### src/rtl/hidden_cpu_gen2.sv
// hidden_cpu_gen2 - parametrised 2-operand register core with carry, BCF, RAM and output select.
// Optional HCPU_RAM_CLEAR_EN: post-reset CLR sweep zeroes the RAM before the first instruction.
module hidden_cpu_gen2 #(
  parameter int DATA_W = 8,
  parameter int NREGS  = 4,
  parameter int RAM_AW = 4,
  parameter int PC_W   = 8,
  localparam int RW    = $clog2(NREGS),
  localparam int IW    = 2 + 2 * RW
) (
  input  logic              clk,
  input  logic              rst,
  input  logic [IW-1:0]     instr,
  input  logic              instr_valid,
  output logic              instr_ready,
  output logic [DATA_W-1:0] dout,
  output logic              carry,
  output logic              out_sel,
  output logic [PC_W-1:0]   pc
);

`ifdef HCPU_RAM_CLEAR_EN
  typedef enum logic [1:0] {S_RUN, S_MEM, S_CLR} state_t;
`else
  typedef enum logic {S_RUN, S_MEM} state_t;
`endif

  localparam logic [1:0] OP_ADD  = 2'b00;
  localparam logic [1:0] OP_SUB  = 2'b01;
  localparam logic [1:0] OP_NAND = 2'b10;
  localparam logic [1:0] OP_SYS  = 2'b11;

  localparam logic [1:0] SYS_LOAD  = 2'd0;
  localparam logic [1:0] SYS_STORE = 2'd1;
  localparam logic [1:0] SYS_BCF   = 2'd2;
  localparam logic [1:0] SYS_TOG   = 2'd3;

  state_t            r_state;
  logic [DATA_W-1:0] r_regs [NREGS];
  logic [PC_W-1:0]   r_pc;
  logic              r_carry;
  logic              r_out_sel;
  logic [RW-1:0]     r_load_rd;
  logic [DATA_W-1:0] r_rdata;
  logic [DATA_W-1:0] r_ram [2**RAM_AW];
`ifdef HCPU_RAM_CLEAR_EN
  logic [RAM_AW-1:0] r_clr_addr;
`endif

  logic [1:0]        w_op;
  logic [RW-1:0]     w_rd;
  logic [RW-1:0]     w_rs;
  logic [DATA_W-1:0] w_a;
  logic [DATA_W-1:0] w_b;
  logic [DATA_W:0]   w_sum;
  logic [DATA_W:0]   w_diff;
  logic [RAM_AW-1:0] w_addr;
  logic              w_accept;
  logic              w_load_acc;
  logic              w_store_acc;
  logic              w_ram_we;
  logic [RAM_AW-1:0] w_ram_waddr;
  logic [DATA_W-1:0] w_ram_wdata;

  assign w_op   = instr[IW-1 -: 2];
  assign w_rd   = instr[2*RW-1 -: RW];
  assign w_rs   = instr[RW-1:0];
  assign w_a    = r_regs[w_rd];
  assign w_b    = r_regs[w_rs];
  assign w_sum  = {1'b0, w_a} + {1'b0, w_b};
  // The extra top bit of the difference is the unsigned borrow (w_a < w_b).
  assign w_diff = {1'b0, w_a} - {1'b0, w_b};
  assign w_addr = RAM_AW'({r_regs[1], r_regs[2]});

  assign instr_ready = rst & (r_state == S_RUN);
  assign w_accept    = instr_valid & instr_ready;
  assign w_load_acc  = w_accept & (w_op == OP_SYS) & (w_rs[1:0] == SYS_LOAD);
  assign w_store_acc = w_accept & (w_op == OP_SYS) & (w_rs[1:0] == SYS_STORE);

`ifdef HCPU_RAM_CLEAR_EN
  assign w_ram_we    = w_store_acc | (r_state == S_CLR);
  assign w_ram_waddr = (r_state == S_CLR) ? r_clr_addr : w_addr;
  assign w_ram_wdata = (r_state == S_CLR) ? '0 : w_a;
`else
  assign w_ram_we    = w_store_acc;
  assign w_ram_waddr = w_addr;
  assign w_ram_wdata = w_a;
`endif

  assign dout    = r_out_sel ? DATA_W'(r_pc) : r_regs[NREGS-1];
  assign carry   = r_carry;
  assign out_sel = r_out_sel;
  assign pc      = r_pc;

  always_ff @(posedge clk) begin
    if (w_ram_we) begin
      r_ram[w_ram_waddr] <= w_ram_wdata;
    end
    if (w_load_acc) begin
      r_rdata <= r_ram[w_addr];
    end
  end

  always_ff @(posedge clk or negedge rst) begin
    if (!rst) begin
      for (int i = 0; i < NREGS; i++) begin
        r_regs[i] <= DATA_W'(i);
      end
      r_pc      <= '0;
      r_carry   <= 1'b0;
      r_out_sel <= 1'b0;
      r_load_rd <= '0;
`ifdef HCPU_RAM_CLEAR_EN
      r_clr_addr <= '0;
      r_state    <= S_CLR;
`else
      r_state    <= S_RUN;
`endif
    end else begin
      case (r_state)
        S_RUN: begin
          if (instr_valid) begin
            r_pc <= r_pc + 1'b1;
            case (w_op)
              OP_ADD: begin
                r_regs[w_rd] <= w_sum[DATA_W-1:0];
                r_carry      <= w_sum[DATA_W];
              end
              OP_SUB: begin
                r_regs[w_rd] <= w_diff[DATA_W-1:0];
                r_carry      <= w_diff[DATA_W];
              end
              OP_NAND: r_regs[w_rd] <= ~(w_a & w_b);
              default: begin
                case (w_rs[1:0])
                  SYS_LOAD: begin
                    r_load_rd <= w_rd;
                    r_state   <= S_MEM;
                  end
                  SYS_BCF: begin
                    if (r_carry) begin
                      r_pc <= r_pc + PC_W'(w_a);
                    end
                  end
                  SYS_TOG: r_out_sel <= ~r_out_sel;
                  default: ;
                endcase
              end
            endcase
          end
        end
        S_MEM: begin
          r_regs[r_load_rd] <= r_rdata;
          r_state           <= S_RUN;
        end
`ifdef HCPU_RAM_CLEAR_EN
        S_CLR: begin
          r_clr_addr <= r_clr_addr + 1'b1;
          if (r_clr_addr == {RAM_AW{1'b1}}) begin
            r_state <= S_RUN;
          end
        end
`endif
        default: r_state <= S_RUN;
      endcase
    end
  end

endmodule

### config.mk
export PLATFORM = sky130hd
export DESIGN_NAME = hidden_cpu_gen2
export DESIGN_NICKNAME = d
export VERILOG_FILES = /design/src/rtl/hidden_cpu_gen2.sv
export SDC_FILE = /design/constraint.sdc
export NUM_CORES = 1
export LEC_CHECK = 0
export BUFFER_PORTS_ARGS = -buffer_cell sky130_fd_sc_hd__buf_4
export CAP_MARGIN = 20
export CORE_ASPECT_RATIO = 0.8
export CORE_MARGIN = 2
export CORE_UTILIZATION = 43
export CTS_CLUSTER_DIAMETER = 50
export DETAILED_ROUTE_END_ITERATION = 8
export HOLD_SLACK_MARGIN = 0.03
export PLACE_DENSITY = 0.68
export SLEW_MARGIN = 20
export SYNTH_ARGS = -nofsm -noshare
export SYNTH_HDL_FRONTEND = slang
export SYNTH_SLANG_ARGS = --single-unit
### constraint.sdc
create_clock -name clk -period 3.1 [get_ports clk]
set_input_delay 0.155 -clock clk [delete_from_list [all_inputs] [get_ports clk]]
set_output_delay 0.155 -clock clk [all_outputs]
set_load 0.05 [all_outputs]
=== After elaboration in Yosys (flattened, before gate mapping) ===
Memory sizes are Yosys's and may differ from the RTL's. A register that Yosys moved wholly into a read port is not among the register bits.
Cells that the tools add are included.

* Add/subtract/negate cells: 4
* Magnitude comparators: 5
* Eq/ne operators: 8
* Mux-type cells: 28
* Bitwise gates (word level): 13
* Reduce and logical (&&, ||, !) cells: 11

{| class="wikitable"
|+ Operators by type and width
! kind !! number
|-
| 32-bit bitwise mux || 4
|-
| 32-bit one-hot mux with 3 select lines || 1
|-
| 8-bit 2-to-1 mux || 10
|-
| 32-bit one-hot mux with 2 select lines || 1
|-
| 8-bit binary-select mux with 2-bit select || 2
|-
| 8-bit demux with 2-bit select || 2
|-
| 32-bit 2-to-1 mux || 1
|-
| 8-bit by 8-bit adder with 9-bit output || 1
|-
| 3-bit greater-or-equal comparator (second input constant) || 3
|-
| 2-bit NOT with 3-bit output || 3
|-
| 8-bit by 8-bit subtractor with 9-bit output || 1
|-
| 8-bit by 1-bit adder with 8-bit output (second input constant) || 1
|-
| 8-bit adder || 1
|-
| 8-bit AND || 1
|-
| 2-bit == test (second input constant) || 4
|-
| 8-bit NOT || 1
|-
| 4-bit AND reduction || 2
|-
| 3-bit by 1-bit < comparator with 1-bit output (second input constant) || 2
|-
| 1-bit AND || 5
|-
| 1-bit 2-to-1 mux || 5
|-
| 2-bit by 1-bit == test with 1-bit output (second input constant) || 2
|-
| 2-bit logical NOT || 2
|-
| 4-bit by 1-bit != test with 1-bit output (second input constant) || 1
|-
| 1-bit one-hot mux with 2 select lines || 2
|-
| 7 further kinds || 11
|}

* Bits in registers: 45
* Bits in writable memories: 128
* Bits of input ports: 9
* Output and inout bits: 19
* Memories: 1

{| class="wikitable"
|+ Memories
! name !! words !! bits a word !! read ports !! clocked after Yosys merged registers in !! wr ports !! line !! source
|-
| r_ram || 16 || 8 || 1 || 1 || 1 || 45 || <nowiki>logic [DATA_W-1:0] r_ram [2**RAM_AW];</nowiki>
|}

=== Longest topological paths before layout ===
Gate-level depths: netlist (run 1).

* Depth after elaboration: 10
* Depth in mapped cells: 12
* Depth with buffers taken out: 10

=== Least setup slack after synthesis (run 1) ===
Ideal clock, no wire load.

* Path kind: register -> register
* From: register r_regs[8] (netlist bit)
* To: register r_regs[6] (netlist bit)
* Library setup time: 132 ps
* Data arrival time: 2929 ps
* Required time: 2968 ps
* Slack: 39 ps
* Cell stages (with the launch flop): 11
* Path buffers: 1
* Period minus slack after synthesis: 3061 ps
* Path through: dfrtp_1 clkbuf_1 mux4_2 ha_1 fa_1 nor2b_1 o21ai_1 nand3_1 xnor2_1 a2111oi_0 o31ai_1

* Longest elaborated chain between the ends: 8

{| class="wikitable"
|+ Ends and longest elaborated chain
! element !! line !! source
|-
| start, declared || 39 || <nowiki>logic [DATA_W-1:0] r_regs [NREGS];</nowiki>
|-
| start signal, assigned by index || 107 || <nowiki>r_regs[i] <= DATA_W'(i);</nowiki>
|-
| start signal, assigned by index || 126 || <nowiki>r_regs[w_rd] <= w_sum[DATA_W-1:0];</nowiki>
|-
| start signal, assigned by index || 130 || <nowiki>r_regs[w_rd] <= w_diff[DATA_W-1:0];</nowiki>
|-
| 8-bit binary-select mux with 2-bit select (*) || 68 || <nowiki>assign w_a = r_regs[w_rd];</nowiki>
|-
| 8-bit 2-to-1 mux (implied by the code) (*) (2 in series) || 68 ||
|-
| named net w_a[0] || 53 || <nowiki>logic [DATA_W-1:0] w_a;</nowiki>
|-
| 8-bit by 8-bit subtractor with 9-bit output or 8-bit by 8-bit adder with 9-bit output (tied branches) || 72, 70 ||
|-
| 32-bit bitwise mux (on tied branches) || 130, 126 ||
|-
| 32-bit one-hot mux with 3 select lines (*) || 124 || <nowiki>case (w_op)</nowiki>
|-
| 32-bit 2-to-1 mux (*) || 122 || <nowiki>if (instr_valid) begin</nowiki>
|-
| 32-bit one-hot mux with 2 select lines (*) || 120 || <nowiki>case (r_state)</nowiki>
|}

The timed path passes the listed nets; every way through them passes the cells marked *. The select of a mux whose other input is x is not followed.
A chain may end at the register's enable or synchronous reset.

=== Final worst setup path (run 1) ===
* From: register r_regs[2] (netlist bit)
* To: register r_carry, in the netlist carry

* Longest elaborated chain between the ends: 5

{| class="wikitable"
|+ Ends and longest elaborated chain
! element !! line !! source
|-
| 8-bit binary-select mux with 2-bit select (*) || 68 ||
|-
| 8-bit 2-to-1 mux (implied by the code) (*) (2 in series) || 68 ||
|-
| named net w_a[2] || 53 ||
|-
| 8-bit by 8-bit subtractor with 9-bit output or 8-bit by 8-bit adder with 9-bit output (tied branches) || 72, 70 ||
|-
| 1-bit one-hot mux with 2 select lines (*) || 124 ||
|-
| end signal, assigned || 127 || <nowiki>r_carry <= w_sum[DATA_W];</nowiki>
|-
| end signal, assigned || 131 || <nowiki>r_carry <= w_diff[DATA_W];</nowiki>
|-
| end, declared || 41 || <nowiki>logic r_carry;</nowiki>
|}

Marked as above.

==> results of run 1 <==
synthesized netlist by cell type (4+ instances only):
library cell and instances:
or2_1 4, a21oi_1 31, nor3_1 19, a22o_1 8, nand3_1 21, a211oi_1 7
and3_1 5, dfrtp_1 41, o21ai_0 28, nand2b_1 13, buf_4 4, mux2i_1 11
ha_1 28, edfxtp_1 136, inv_1 23, mux2_2 11, buf_2 29, o21ai_1 5
a21o_1 4, o22a_1 4, o21a_1 7, a221oi_1 5, o22ai_1 19, o31ai_1 11
mux4_2 56, a31oi_1 11, o211ai_1 5, nor2b_1 12, xnor2_1 10, clkbuf_1 20
dfstp_2 4, o221ai_1 4, nor2_1 63, nand4_1 6, nor4_1 7, a311oi_1 5
nand2_1 45
state kept, by name, summed over array words and instances (netlist names):
signal,cells
out_sel,1
carry,1
r_regs,32
pc,8
r_load_rd,2
r_ram,128
r_state,1
r_rdata,8
final cells by class:
| class | instances | area (sq um) | share of cell area, % |
|---|---|---|---|
| Inverter | 24 | 90.1 | 0.770 |
| Sequential cell | 181 | 5220 | 44.6 |
| Clock buffer | 17 | 425 | 3.64 |
| Tap cell | 312 | 390 | 3.34 |
| Clock inverter | 15 | 209 | 1.79 |
| Antenna cell | 1 | 2.50 | 0.0214 |
| Timing Repair Buffer | 100 | 766 | 6.54 |
| Multi-Input combinational cell | 544 | 4600 | 39.3 |
stage by stage:
stage	hold WS, ns	utilization, %	setup WS (ns)
after global routing	0.137	50.1	0.0126
after CTS	0.123	50.1	0.156
after floorplan	-0.141	-	0.0385
final	0.127	50.2	0.129
after detailed placement	0.106	47.4	0.167
after global placement	0.109	47.4	0.136
critical path: stages, from the launching register on:
cell and delay [ns]:
dfrtp_1 0.43, mux4_2 0.52, ha_1 0.34, buf_4 0.18, nor2b_2 0.19, o311ai_2 0.35, a21oi_1 0.15, o21ai_0 0.34
nor4b_1 0.27, a211o_1 0.13
cells by family after synthesis:
kind of cell,synth area share [%]
mux,14.8
fa+ha+maj,4.02
simple gates,11.0
compound gates,14.2
buf+inv,3.74
xor+xnor,1.03
flops,51.1
layer usage:
| metal | global-route usage [%] | wire, um | up-vias |
|---|---|---|---|
| met1 | 35.6 | 13000 | 3790 |
| met5 | 0 | 12 | - |
| met4 | 6.96 | 632 | 2 |
| met3 | 7.90 | 3180 | 59 |
| li1 | - | - | 3306 |
| met2 | 33.2 | 12700 | 412 |
power groups by stage:
stage / clock (mW) / combinational, mW / sequential, mW
after CTS: 2.29 / 4.84 / 3.36
after detailed placement: 0 / 4.82 / 3.41
after global placement: 0 / 4.80 / 3.41
final: 2.28 / 4.91 / 3.38
after floorplan: 0 / 3.19 / 3.46
after global routing: 2.39 / 5.23 / 3.41
path summary, 6_finish.rpt:
kind,start,endpoint,slack (ns),depth (start not counted)
max in group asynchronous,rst,r_regs[10],2.23,3
min,instr[1],out_sel,0.13,3
min reg2reg,r_regs[26],r_regs[26],0.56,2
max,r_regs[2],carry,0.13,9
min in group asynchronous,rst,pc[0],0.19,2
max reg2reg,r_regs[2],carry,0.13,9
timing repair:
action	4_1_cts	5_1_grt
hold endpoints to repair	23	0
hold buffers	1	0
buffers inserted	0	0
==> run_results.csv, run 1 <==
group,metric,value,unit
floorplanning,die_h,142,um
clock_tree,clockRootBuffer,"clkbuf_16",
global_routing,grt_pass1_vias,6878,
cells_and_area,fin_cells,1194,
floorplanning,die_w,176,um
yosys,yosysTopAreaCellShare,40.0,%
power_and_ir_drop,intPower,6.17,mW
drt,routed_via_density,6.34,
yosys,async_flop_share,24.9,%
sta,worst_pin_slew,0.691,ns
sta,max_freq,337,MHz
clock_tree,numCtsBuffers,17,
floorplanning,rows,50,
yosys,synth_cell_types,89,
yosys,synth_warnings,0,
power_and_ir_drop,finalPower,10.6,mW
power_and_ir_drop,p_sw,4.39,mW
sta,fin_crit_sh,95.8,%
yosys,synth_area,10200,sq um
sta,rsz0062_at_grt,"false",
yosys,ys_ff_latch,181,
clock_tree,cts_max_level,4,
floorplanning,pin_count,28,
power_and_ir_drop,combPwrFrac,46.5,%
yosys,synth-edff-count,136,
sta,final.setup_skew,0.0173,ns
yosys,avgSynthCellArea,12.6,sq um
yosys,seq_area_frac_synth,51.1,%
worst_setup_path,crit_required,3.48,ns
power_and_ir_drop,p_leak,4.16,nW
global_routing,grt.total_usage,23.9,%
sta,relSlewSlack,53.9,%
clock_tree,cts_tree,"yes",
clock_tree,clk_latency,0.45,ns
sta,hold_viol_final,0,
place,dp_cells,1160,
power_and_ir_drop,power_density,903,nW/um^2
place,hpwlAfterDp,20200,um
cells_and_area,final_common_cell,"edfxtp_1",
global_routing,grt_pass1_wl,43700,um
drt,drt-pass1-iter-count,7,
hold_path,holdCritPathClass,"in2reg",
clock_tree,cts.repair.resized,0,
worst_setup_path,arrival,3.35,ns
sta,slew_violations,0,
cells_and_area,synthToLayoutAreaGrowth,14.7,%
drt,post-route-drc-count,0,
clock_tree,cts_sinks,181,
cells_and_area,final_cell_mix,"edfxtp_1, buf_4, nor2_1",
cells_and_area,nets,908,
power_and_ir_drop,pwr-share-seq,32.0,%
sta,period_minus_slack,2.97,ns
sta,final.setup.tns,0,ns
place,placed_area,11100,sq um
place,gp_congestion,0.974,
clock_tree,clockBufferDepth,2,
yosys,synthCells,807,
drt,drtIter0Drc,1116,
status,status,"finished clean",
drt,wl,29600,um
drt,via_count,7569,
power_and_ir_drop,sw_frac_of_total,41.6,%
floorplanning,core-area,23300,sq um
floorplanning,die_area,25000,sq um
floorplanning,initial_core_util,43.7,%
power_and_ir_drop,irDropWorstVdd,0.652,mV
sta,finalSetupViolCount,0,
worst_setup_path,worstSetupStartpointType,"flop",
yosys,syn-num-nets,847,
power_and_ir_drop,p_clk_share,21.5,%
global_routing,grt_max_degree,39,
drt,post_drt_wl_per_cell,24.8,um
cells_and_area,fillers,1969,
cells_and_area,drive_above_1_share,25.3,%
worst_setup_path,crit_path_max_fanout,9,
drt,drtAntennaViolNets,0,
place,port_buffers,27,
global_routing,grt.overflow.total,0,
worst_setup_path,crit_type,"reg2reg",
global_routing,antenna_found_initial,1,
worst_setup_path,end_kind,"flop",
clock_tree,clk_pin_slew_worst_paths,0.08,ns
cells_and_area,final_area,11700,sq um
yosys,synth_top_area_cell,"edfxtp_1",
yosys,yosys-top-cells-area,"edfxtp_1, mux4_2, dfrtp_1",
yosys,ys.flop_type,"edfxtp_1",
job,cap_violations,0,
(Power assumes the default switching activity.)
==> run 2: changes to the inputs <==
- CORE_MARGIN: 2 -> 5
- CTS_CLUSTER_DIAMETER: 50 -> 30
==> run 2 against run 1 <==
  * Clock skew increased by 0.0045 ns
  * Setup slack got worse by 0.017 ns
  * Cell count increased by 0.25%
  * Routed wire length decreased by 1.4%
  * Register-to-register slack got worse by 0.02 ns
  * Largest cell class unchanged
  * Critical endpoint is now r_regs[11]
==> run_results.csv, run 2 (synthesis gave the netlist of run 1 again) <==
group,metric,value,unit
worst_setup_path,arrival,3.32,ns
floorplanning,rows,50,
drt,post_drt_wl_per_cell,24.4,um
sta,slew_violations,0,
worst_setup_path,crit_chain,"mux4_2 -> ha_1 -> buf_4 -> a21oi_1 -> nor2_1 -> xnor2_1 -> a2bb2oi_1 -> a221oi_1",
cells_and_area,final_area,11700,sq um
sta,rsz0062_at_grt,"false",
cells_and_area,nets,912,
clock_tree,numCtsBuffers,17,
clock_tree,clockRootBuffer,"clkbuf_16",
sta,worst_pin_slew,0.859,ns
clock_tree,cts_tree,"yes",
sta,hold_viol_final,0,
clock_tree,cts_sinks,181,
worst_setup_path,end_kind,"flop",
drt,drtIter0Drc,929,
place,hpwlAfterDp,20300,um
status,status,"finished clean",
drt,drtAntennaViolNets,0,
worst_setup_path,critPathBufInv,1,
cells_and_area,drive_above_1_share,26.0,%
clock_tree,cts_max_level,4,
job,cap_violations,0,
global_routing,grt.total_usage,21.8,%
hold_path,holdCritPathClass,"in2reg",
cells_and_area,multiInputGateArea,4620,sq um
global_routing,antenna_found_initial,0,
place,port_buffers,27,
worst_setup_path,crit_type,"reg2reg",
sta,max_freq,335,MHz
worst_setup_path,worstSetupStartpointType,"flop",
worst_setup_path,cp_top_family,"compound AO/OA/AOI/OAI gates",
place,placed_area,11100,sq um
cells_and_area,reg.largest.list,"r_ram x128, r_regs x32",
sta,finalSetupViolCount,0,
sta,final.setup_skew,0.0217,ns
worst_setup_path,crit_path_top_delay_cell,"mux4_2",
cells_and_area,synthToLayoutAreaGrowth,15.1,%
power_and_ir_drop,p_leak,4.20,nW
floorplanning,core-area,23400,sq um
floorplanning,die_w,182,um
sta,period_minus_slack,2.99,ns
sta,relSlewSlack,42.8,%
clock_tree,clk_pin_slew_worst_paths,0.09,ns
power_and_ir_drop,irDropWorstVdd,1.04,mV
global_routing,grt.overflow.total,0,
cells_and_area,diodes,0,
cells_and_area,final_cell_mix,"edfxtp_1, buf_4, nor2_1",
cells_and_area,regMostFlops,"r_ram",
power_and_ir_drop,finalPower,10.7,mW
cells_and_area,regArea,5220,sq um
place,gp_congestion,1.05,
cells_and_area,largest_register_ffs,128,
cells_and_area,final_common_cell,"edfxtp_1",
global_routing,grt_max_degree,39,
floorplanning,initial_core_util,43.6,%
clock_tree,clk_latency,0.45,ns
sta,final.setup.tns,0,ns
clock_tree,clockBufferDepth,2,
power_and_ir_drop,power_density,909,nW/um^2
worst_setup_path,crit_path_max_fanout,8,
drt,wl,29200,um
floorplanning,die_area,26900,sq um
drt,via_count,7591,
worst_setup_path,critPathMaxStageDelay,0.54,ns
drt,routed_via_density,6.34,
cells_and_area,fillers,2019,
sta,hold_ws,0.0493,ns
worst_setup_path,crit_required,3.43,ns
drt,drt-pass1-iter-count,8,
global_routing,grt_pass1_vias,7089,
drt,post-route-drc-count,0,
sta,fin_crit_sh,96.4,%
global_routing,grt_pass1_wl,44400,um
floorplanning,pin_count,28,
floorplanning,die_h,148,um
[run 2: path summary, 6_finish.rpt]
kind                             from         end  slack (ns)  depth (start not counted)
setup / recovery            r_regs[2]  r_regs[11]        0.11                          8
hold / removal               instr[1]     out_sel        0.05                          3
setup reg to reg            r_regs[2]  r_regs[11]        0.11                          8
hold reg to reg            r_regs[24]  r_regs[24]        0.57                          2
max in group asynchronous         rst   r_regs[9]        2.45                          3
min in group asynchronous         rst     out_sel        0.32                          3
[run 2: metrics by stage]
| stage | cells | setup slack, ns | util [%] |
|---|---|---|---|
| finish | 1197 | 0.112 | 50.2 |
| global route | 1197 | 0.0310 | 50.2 |
| CTS | 1195 | 0.0678 | 50.1 |
| detailed placement | 1162 | 0.0658 | 47.3 |
| global placement | 1162 | 0.0975 | 47.3 |
| floorplan | 807 | 0.0385 | - |
[run 2: report_power, final]
group	total, mW	internal [mW]	switching, mW	leakage (nW)
Clock	2.31	1.14	1.18	0.309
Sequential	3.38	3.03	0.349	1.75
Combinational	4.98	2.04	2.94	2.14
[run 2: worst reg2reg max path: stages (launching register included)]
cell       delay, ns
dfrtp_1         0.48
mux4_2          0.54
ha_1            0.39
buf_4           0.21
a21oi_1         0.17
nor2_1          0.07
xnor2_1         0.50
a2bb2oi_1       0.19
a221oi_1        0.32
[run 2: cell type report]
| class | count | share of cell area (%) |
|---|---|---|
| timing repair buffer | 104 | 6.67 |
| clock inverter | 15 | 1.88 |
| clock buffer | 17 | 3.62 |
| multi-input combinational | 544 | 39.3 |
| sequential | 181 | 44.4 |
| tap | 312 | 3.32 |
| inverter | 24 | 0.767 |
[run 2: metal layers]
metal	vias to the layer above	global-route usage, %	wire [um]	part of all wire [%]
met1	3717	33.2	12700	44
met3	60	6.72	3470	12
met5	-	0	0	0
met2	504	30.1	12200	42
li1	3310	-	-	-
met4	0	6.30	792	2.7
[run 2: what timing repair did]
item	4_1_cts	5_1_grt
endpoints found under the hold margin	41	0
hold buffers	1	0
resized for setup	0	3
buffers inserted	0	2
endpoints found under the setup margin	0	9
